[config.mk]
export PLATFORM = sky130hd
export DESIGN_NAME = hit_arbiter_flat
export DESIGN_NICKNAME = d
export VERILOG_FILES = /design/src/rtl/hit_arbiter_if.sv /design/src/rtl/hit_arbiter.sv /design/src/flat_wrapper.sv
export SDC_FILE = /design/constraint.sdc
export NUM_CORES = 1
export LEC_CHECK = 0
export ABC_AREA = 0
export BUFFER_PORTS_ARGS = -buffer_cell sky130_fd_sc_hd__buf_2
export CAP_MARGIN = 15
export CORE_ASPECT_RATIO = 0.5
export CORE_MARGIN = 8
export CORE_UTILIZATION = 32
export DETAILED_ROUTE_END_ITERATION = 12
export PLACE_DENSITY = 0.55
export SLEW_MARGIN = 10
export SYNTH_ARGS = -nofsm -noshare
export SYNTH_HDL_FRONTEND = slang
export SYNTH_SLANG_ARGS = --single-unit
export TNS_END_PERCENT = 5
[constraint.sdc]
create_clock -name clk -period 8.9 [get_ports clk]
set_input_delay 0 -clock clk [delete_from_list [all_inputs] [get_ports clk]]
set_output_delay 0 -clock clk [all_outputs]
set_load 0.02 [all_outputs]
[src/rtl/hit_arbiter_if.sv]
// Tick, position and attack inputs plus result/pulse outputs of the fighter hit check.
// The arbiter takes the slave side; the game logic (or a bench) drives the master side.
interface hit_arbiter_if #(
   parameter int COORD_W = 7
);
   logic                 tick;
   logic [COORD_W-1:0]   p1_x;
   logic [COORD_W-1:0]   p1_y;
   logic [COORD_W-1:0]   p2_x;
   logic [COORD_W-1:0]   p2_y;
   logic                 p1_attack;
   logic                 p2_attack;
   logic                 busy;
   logic                 done;
   logic                 collision;
   logic [2*COORD_W:0]   dist_sq;
   logic                 p1_hit;
   logic                 p2_hit;
   logic                 clash;
   logic                 overrun;

   modport slave (
      input  tick, p1_x, p1_y, p2_x, p2_y, p1_attack, p2_attack,
      output busy, done, collision, dist_sq, p1_hit, p2_hit, clash, overrun
   );

   modport master (
      output tick, p1_x, p1_y, p2_x, p2_y, p1_attack, p2_attack,
      input  busy, done, collision, dist_sq, p1_hit, p2_hit, clash, overrun
   );
endinterface

[src/rtl/hit_arbiter.sv]
// Per-tick hit check: one shared squarer forms dx^2+dy^2, then hits/cooldowns are resolved.
// Define HIT_ARB_CLASH_EN to cancel simultaneous hits as a clash instead of trading them.
module hit_arbiter #(
   parameter int COORD_W        = 7,
   parameter int HIT_RADIUS     = 20,
   parameter int COOLDOWN_TICKS = 10
) (
   input  logic          clk,
   input  logic          reset,
   hit_arbiter_if.slave  bus
);
   localparam int SQW = 2*COORD_W;
   localparam int DW  = 2*COORD_W + 1;
   localparam int CDW = $clog2(COOLDOWN_TICKS + 1);

   localparam logic [2:0] S_IDLE    = 3'd0;
   localparam logic [2:0] S_SQ_X    = 3'd1;
   localparam logic [2:0] S_SQ_Y    = 3'd2;
   localparam logic [2:0] S_CMP     = 3'd3;
   localparam logic [2:0] S_RESOLVE = 3'd4;

   localparam logic [DW-1:0]  R_SQ    = DW'(HIT_RADIUS * HIT_RADIUS);
   localparam logic [CDW-1:0] CD_LOAD = CDW'(COOLDOWN_TICKS);

   logic [2:0]         state_q, state_d;
   logic [COORD_W-1:0] p1x_q, p1y_q, p2x_q, p2y_q;
   logic               elig1_q, elig2_q;
   logic [CDW-1:0]     cd1_q, cd2_q;
   logic [SQW-1:0]     sq_q;
   logic [DW-1:0]      acc_q;
   logic               busy_q, done_q, coll_q, p1_hit_q, p2_hit_q, overrun_q;
   logic [DW-1:0]      dist_q;

   logic [COORD_W-1:0] dx, dy, sq_op;
   logic [SQW-1:0]     sq_res;
   logic               land1, land2;

   // Absolute differences so positions never wrap; the squarer alternates between axes.
   assign dx     = (p1x_q >= p2x_q) ? (p1x_q - p2x_q) : (p2x_q - p1x_q);
   assign dy     = (p1y_q >= p2y_q) ? (p1y_q - p2y_q) : (p2y_q - p1y_q);
   assign sq_op  = (state_q == S_SQ_X) ? dx : dy;
   assign sq_res = SQW'(sq_op) * SQW'(sq_op);

   assign land1 = coll_q && elig1_q;
   assign land2 = coll_q && elig2_q;

   always_comb begin
      state_d = state_q;
      case (state_q)
         S_IDLE:    if (bus.tick) state_d = S_SQ_X;
         S_SQ_X:    state_d = S_SQ_Y;
         S_SQ_Y:    state_d = S_CMP;
         S_CMP:     state_d = S_RESOLVE;
         S_RESOLVE: state_d = S_IDLE;
         default:   state_d = S_IDLE;
      endcase
   end

`ifdef HIT_ARB_CLASH_EN
   logic clash_q;
`endif

   always_ff @(posedge clk) begin
      if (!reset) begin
         state_q   <= S_IDLE;
         p1x_q     <= '0;
         p1y_q     <= '0;
         p2x_q     <= '0;
         p2y_q     <= '0;
         elig1_q   <= 1'b0;
         elig2_q   <= 1'b0;
         cd1_q     <= '0;
         cd2_q     <= '0;
         sq_q      <= '0;
         acc_q     <= '0;
         busy_q    <= 1'b0;
         done_q    <= 1'b0;
         coll_q    <= 1'b0;
         dist_q    <= '0;
         p1_hit_q  <= 1'b0;
         p2_hit_q  <= 1'b0;
         overrun_q <= 1'b0;
`ifdef HIT_ARB_CLASH_EN
         clash_q   <= 1'b0;
`endif
      end else begin
         state_q   <= state_d;
         done_q    <= 1'b0;
         p1_hit_q  <= 1'b0;
         p2_hit_q  <= 1'b0;
         overrun_q <= bus.tick && (state_q != S_IDLE);
`ifdef HIT_ARB_CLASH_EN
         clash_q   <= 1'b0;
`endif
         case (state_q)
            S_IDLE: begin
               if (bus.tick) begin
                  p1x_q   <= bus.p1_x;
                  p1y_q   <= bus.p1_y;
                  p2x_q   <= bus.p2_x;
                  p2y_q   <= bus.p2_y;
                  elig1_q <= bus.p1_attack && (cd1_q == '0);
                  elig2_q <= bus.p2_attack && (cd2_q == '0);
                  if (cd1_q != '0) cd1_q <= cd1_q - CDW'(1);
                  if (cd2_q != '0) cd2_q <= cd2_q - CDW'(1);
                  busy_q  <= 1'b1;
               end
            end
            S_SQ_X: sq_q  <= sq_res;
            S_SQ_Y: acc_q <= DW'(sq_q) + DW'(sq_res);
            S_CMP: begin
               dist_q <= acc_q;
               coll_q <= (acc_q < R_SQ);
            end
            S_RESOLVE: begin
               busy_q <= 1'b0;
               done_q <= 1'b1;
               if (land1) cd1_q <= CD_LOAD;
               if (land2) cd2_q <= CD_LOAD;
`ifdef HIT_ARB_CLASH_EN
               p2_hit_q <= land1 && !land2;
               p1_hit_q <= land2 && !land1;
               clash_q  <= land1 && land2;
`else
               p2_hit_q <= land1;
               p1_hit_q <= land2;
`endif
            end
            default: ;
         endcase
      end
   end

   assign bus.busy      = busy_q;
   assign bus.done      = done_q;
   assign bus.collision = coll_q;
   assign bus.dist_sq   = dist_q;
   assign bus.p1_hit    = p1_hit_q;
   assign bus.p2_hit    = p2_hit_q;
   assign bus.overrun   = overrun_q;
`ifdef HIT_ARB_CLASH_EN
   assign bus.clash     = clash_q;
`else
   assign bus.clash     = 1'b0;
`endif
endmodule

[src/flat_wrapper.sv]
// flat-port wrapper written by rule: the top's interface ports become plain ports
module hit_arbiter_flat 
#(
   parameter int COORD_W        = 7,
   parameter int HIT_RADIUS     = 20,
   parameter int COOLDOWN_TICKS = 10
)
  (clk, reset, bus_tick, bus_p1_x, bus_p1_y, bus_p2_x, bus_p2_y, bus_p1_attack, bus_p2_attack, bus_busy, bus_done, bus_collision, bus_dist_sq, bus_p1_hit, bus_p2_hit, bus_clash, bus_overrun);
  hit_arbiter_if #(.COORD_W(COORD_W)) bus_i ();
  input  logic clk;
  input  logic reset;
  input wire logic [$bits(bus_i.tick)-1:0] bus_tick;
  input wire logic [$bits(bus_i.p1_x)-1:0] bus_p1_x;
  input wire logic [$bits(bus_i.p1_y)-1:0] bus_p1_y;
  input wire logic [$bits(bus_i.p2_x)-1:0] bus_p2_x;
  input wire logic [$bits(bus_i.p2_y)-1:0] bus_p2_y;
  input wire logic [$bits(bus_i.p1_attack)-1:0] bus_p1_attack;
  input wire logic [$bits(bus_i.p2_attack)-1:0] bus_p2_attack;
  output wire logic [$bits(bus_i.busy)-1:0] bus_busy;
  output wire logic [$bits(bus_i.done)-1:0] bus_done;
  output wire logic [$bits(bus_i.collision)-1:0] bus_collision;
  output wire logic [$bits(bus_i.dist_sq)-1:0] bus_dist_sq;
  output wire logic [$bits(bus_i.p1_hit)-1:0] bus_p1_hit;
  output wire logic [$bits(bus_i.p2_hit)-1:0] bus_p2_hit;
  output wire logic [$bits(bus_i.clash)-1:0] bus_clash;
  output wire logic [$bits(bus_i.overrun)-1:0] bus_overrun;
  assign bus_i.tick = bus_tick;
  assign bus_i.p1_x = bus_p1_x;
  assign bus_i.p1_y = bus_p1_y;
  assign bus_i.p2_x = bus_p2_x;
  assign bus_i.p2_y = bus_p2_y;
  assign bus_i.p1_attack = bus_p1_attack;
  assign bus_i.p2_attack = bus_p2_attack;
  assign bus_busy = bus_i.busy;
  assign bus_done = bus_i.done;
  assign bus_collision = bus_i.collision;
  assign bus_dist_sq = bus_i.dist_sq;
  assign bus_p1_hit = bus_i.p1_hit;
  assign bus_p2_hit = bus_i.p2_hit;
  assign bus_clash = bus_i.clash;
  assign bus_overrun = bus_i.overrun;
  hit_arbiter #(.COORD_W(COORD_W), .HIT_RADIUS(HIT_RADIUS), .COOLDOWN_TICKS(COOLDOWN_TICKS)) u_core (.clk(clk), .reset(reset), .bus(bus_i));
endmodule
==> impl_results.md <==
- Seq/Total Area, Yosys: 0.286
- Worst-Skew Late Latency: 0.35 ns
- Setup violators final: 0
- Root buffer cell: clkbuf_16
- DP Area: 6760 µm²
- Async S/R FF share, synth: 0
- Logic pwr share: 0.697
- Number of remaining DRC errors: 0
- Wire per inst: between 10 and 15 µm
- Status: complete, no violations
- Commonest non-fill, non-tap cells in the layout: nand2_1, dfxtp_1, a21oi_1
- Max Slew Vio Count: 0
- Fin nets: between 900 and 1000
- Commonest non-fill, non-tap cell in the layout: nand2_1
- Synth cell types: 72
- Routability cong.: 0.847
- Fmax: 0.122 GHz
- Worst-path maximum fanout: 10
- Antenna-violating nets left: 0
- TritonCTS clock tree: yes
- Die footprint: 24700 µm²
- Core area: 19400 µm²
- Setup crit end kind: register
- First drt pass iteration count: 5
- Fin Setup TNS: 0 ns
- Sw frac: 0.466
- GRT Residual Overflow: 0
- # clock sinks: 90
- Pleak: roughly 3.2 nW
- Gr usage total: 0.118
- Area grow syn2layout: 17.1%
- WP buf/inv: 5
- Largest net degree at the start of global routing: 43
- Slowest CP cell: fa_1
- Clk network pwr share: 0.131
- Sequential share of power: 0.172
- Port Buffers: 53
- Setup bufs post-CTS: 0
- Post-synth EDFFs: 0
- Worst setup margin: ~0.72 ns
- WP data required: roughly 9 ns
- Share of cells above drive strength 1: 0.110
- # rows: 36
- Post-Place Setup Slack: 0.577 ns
- Cell mode on critical path: inv_1
- First-pass GRT wire length: about 25 mm
- Slowest stage delay, CP: about 0.53 ns
- Top Family by Delay on Critical Path: adder cells
- Post-layout min period: 8.18 ns
- Final Cell Area: 7370 µm²
- Yosys warning total: 0
- Internal Pwr Total: 0.00154 W
- Fillers: 2058
- Synthesized cell area: 6290 µm²
- Post-Synthesis Net Count: a little over 900
- Least-Margin Pin Slew: 0.969 ns
- Unrepaired setup endpoints after global routing: no
- Longest Clk Path Bufs: 2
- Die height: 115 µm
- Die W: 214 µm
- Fin util: 0.380
- CTS Buf Count: 9
- Synth Register Bits: 90
- Max cap viols: 0
- Via count: 5353
- Avg Synthesized Cell Area: about 7.9 µm²
- Critical Path AT: approximately 8.4 ns
- Worst-path clk slew: 0.07 ns
- Starting DRC count in detailed routing: 285
- Antenna violations before repair: 0
- Max-slew headroom: 0.345
- Clock skew: about 0.013 ns
- Startpoint types: register
- Worst Path Class, Setup: register to register
- Power Density: 390 nW/µm²
- H-tree levels: 3
- Hold Crit Class: primary input to register
- Diode count: 0
- Max VDD drop: between 0.2 and 0.25 mV
- Total Routed Length: around 14 mm
- Synth Instances: around 800
- Placed wire-length estimate: 11.1 mm
- Fin crit share: 0.919
- Initial Util: 0.325
- Fin. Hold Viols: 0
- Switching power of the nets: ~0.0013 W
- Number of global-route vias before repair: about 5200
- Io pins: 55
- Top FF cell, synth: dfxtp_1
- Vias per cell: 4.74
-- cell type report --
class | count | area (µm²) | area share
clock inverter | 6 | 57.6 | 0.00781
timing repair buffer | 89 | 613 | 0.0832
clock buffer | 10 | 239 | 0.0324
tap | 266 | 333 | 0.0452
sequential | 90 | 1800 | 0.244
inverter | 73 | 274 | 0.0372
multi-input combinational | 596 | 4050 | 0.550
-- metrics by stage --
| stage | hold WS [ns] | cells | total power (W) |
|---|---|---|---|
| CTS | 0.0518 | 1130 | 0.00292 |
| detailed placement | 0.247 | 1083 | 0.00250 |
| finish | 0.0626 | 1130 | 0.00287 |
| floorplan | 0.136 | 796 | 0.00212 |
| global placement | 0.239 | 1083 | 0.00247 |
| global route | 0.0733 | 1130 | 0.00322 |
-- power groups by stage --
stage	combinational [W]	clock [W]	sequential, W
floorplan	0.00162	0	0.000493
global placement	0.00197	0	0.000501
detailed placement	0.00199	0	0.000502
CTS	0.00203	0.000395	0.000493
global route	0.00231	0.000413	0.000501
finish	0.00200	0.000378	0.000493
-- metal layers --
metal | routed length [µm] | share of wire | vias to the layer above | global-route usage
met5 | 0 | 0 | - | 0
met4 | 136 | 0.0095 | 0 | 0.0323
li1 | - | - | 2795 | -
met1 | 7470 | 0.52 | 2480 | 0.157
met3 | 335 | 0.023 | 11 | 0.0218
met2 | 6440 | 0.45 | 67 | 0.197
-- kinds of logic after synthesis --
logic type | count (synthesis) | synth area share
buf+inv | 110 | 0.0700
other cells | 1 | 0.000596
xor+xnor | 25 | 0.0348
fa+ha+maj | 88 | 0.195
flops | 90 | 0.286
mux | 15 | 0.0259
simple gates | 305 | 0.223
compound gates | 162 | 0.164
-- state kept, by name (all words and copies together), names as in the netlist --
signal / cells
u_core.elig1_q: 1
u_core.acc_q: 15
u_core.cd1_q: 4
u_core.sq_q: 13
u_core.p2y_q: 7
u_core.state_q: 3
u_core.bus.overrun: 1
u_core.bus.p1_hit: 1
u_core.p1x_q: 7
u_core.bus.collision: 1
u_core.p2x_q: 7
u_core.bus.done: 1
u_core.bus.p2_hit: 1
u_core.elig2_q: 1
u_core.cd2_q: 4
u_core.bus.dist_sq: 15
u_core.p1y_q: 7
u_core.bus.busy: 1
-- what timing repair did --
item,4_1_cts,5_1_grt
hold buffers,31,0
hold endpoints to repair,32,0
gates resized for setup,0,1
setup endpoints to repair,0,3
-- path summary, 6_finish.rpt --
check | cells past startpoint | start | slack (ns) | to
max | 33 | u_core.p2x_q[4] | 0.72 | u_core.acc_q[14]
min | 3 | reset | 0.06 | u_core.cd1_q[2]
max reg2reg | 33 | u_core.p2x_q[4] | 0.72 | u_core.acc_q[14]
min reg2reg | 2 | u_core.bus.dist_sq[1] | 0.45 | u_core.bus.dist_sq[1]
-- cells in the mapped netlist (3+ instances only) --
cell type  number  area [µm²]
nand4_1         4        25.0
nor2_1         53         199
nand3_1        16        80.1
o211ai_1        4        30.0
fa_1           17         340
a31oi_1         4        25.0
buf_1           7        26.3
and2_1         11        68.8
a211o_1         3        26.3
or3_1           5        31.3
a211oi_1       10        75.1
xor2_1          7        61.3
o31ai_1         3        22.5
inv_1          71         267
o21ai_0         8        40.0
a21o_1          6        45.0
o21a_1         12        90.1
nand3b_1        4        30.0
and3_1          4        25.0
dfxtp_1        90        1800
ha_1           71         888
xnor2_1        18         158
nand2_1       162         608
nor3_1         15        75.1
nor2b_1         6        37.5
a221oi_1        4        35.0
a21boi_0        3        22.5
clkbuf_1       25        93.8
nand2b_1        4        25.0
buf_6           3        33.8
mux2i_1        11         110
a21oi_1        82         410
-- worst reg2reg max path: cells and delay by family, from the launching register on --
kind / cells / cell delay [ns]
AO/OA/AOI/OAI: 12 / 2.85
XOR/XNOR: 2 / 0.25
adder cells (fa/ha/maj): 7 / 2.91
buffers and inverters: 5 / 0.24
flip-flops: 1 / 0.35
multiplexers: 2 / 0.72
AND/OR/NAND/NOR: 5 / 0.71
Note: power is estimated with default switching activity, not from simulation.
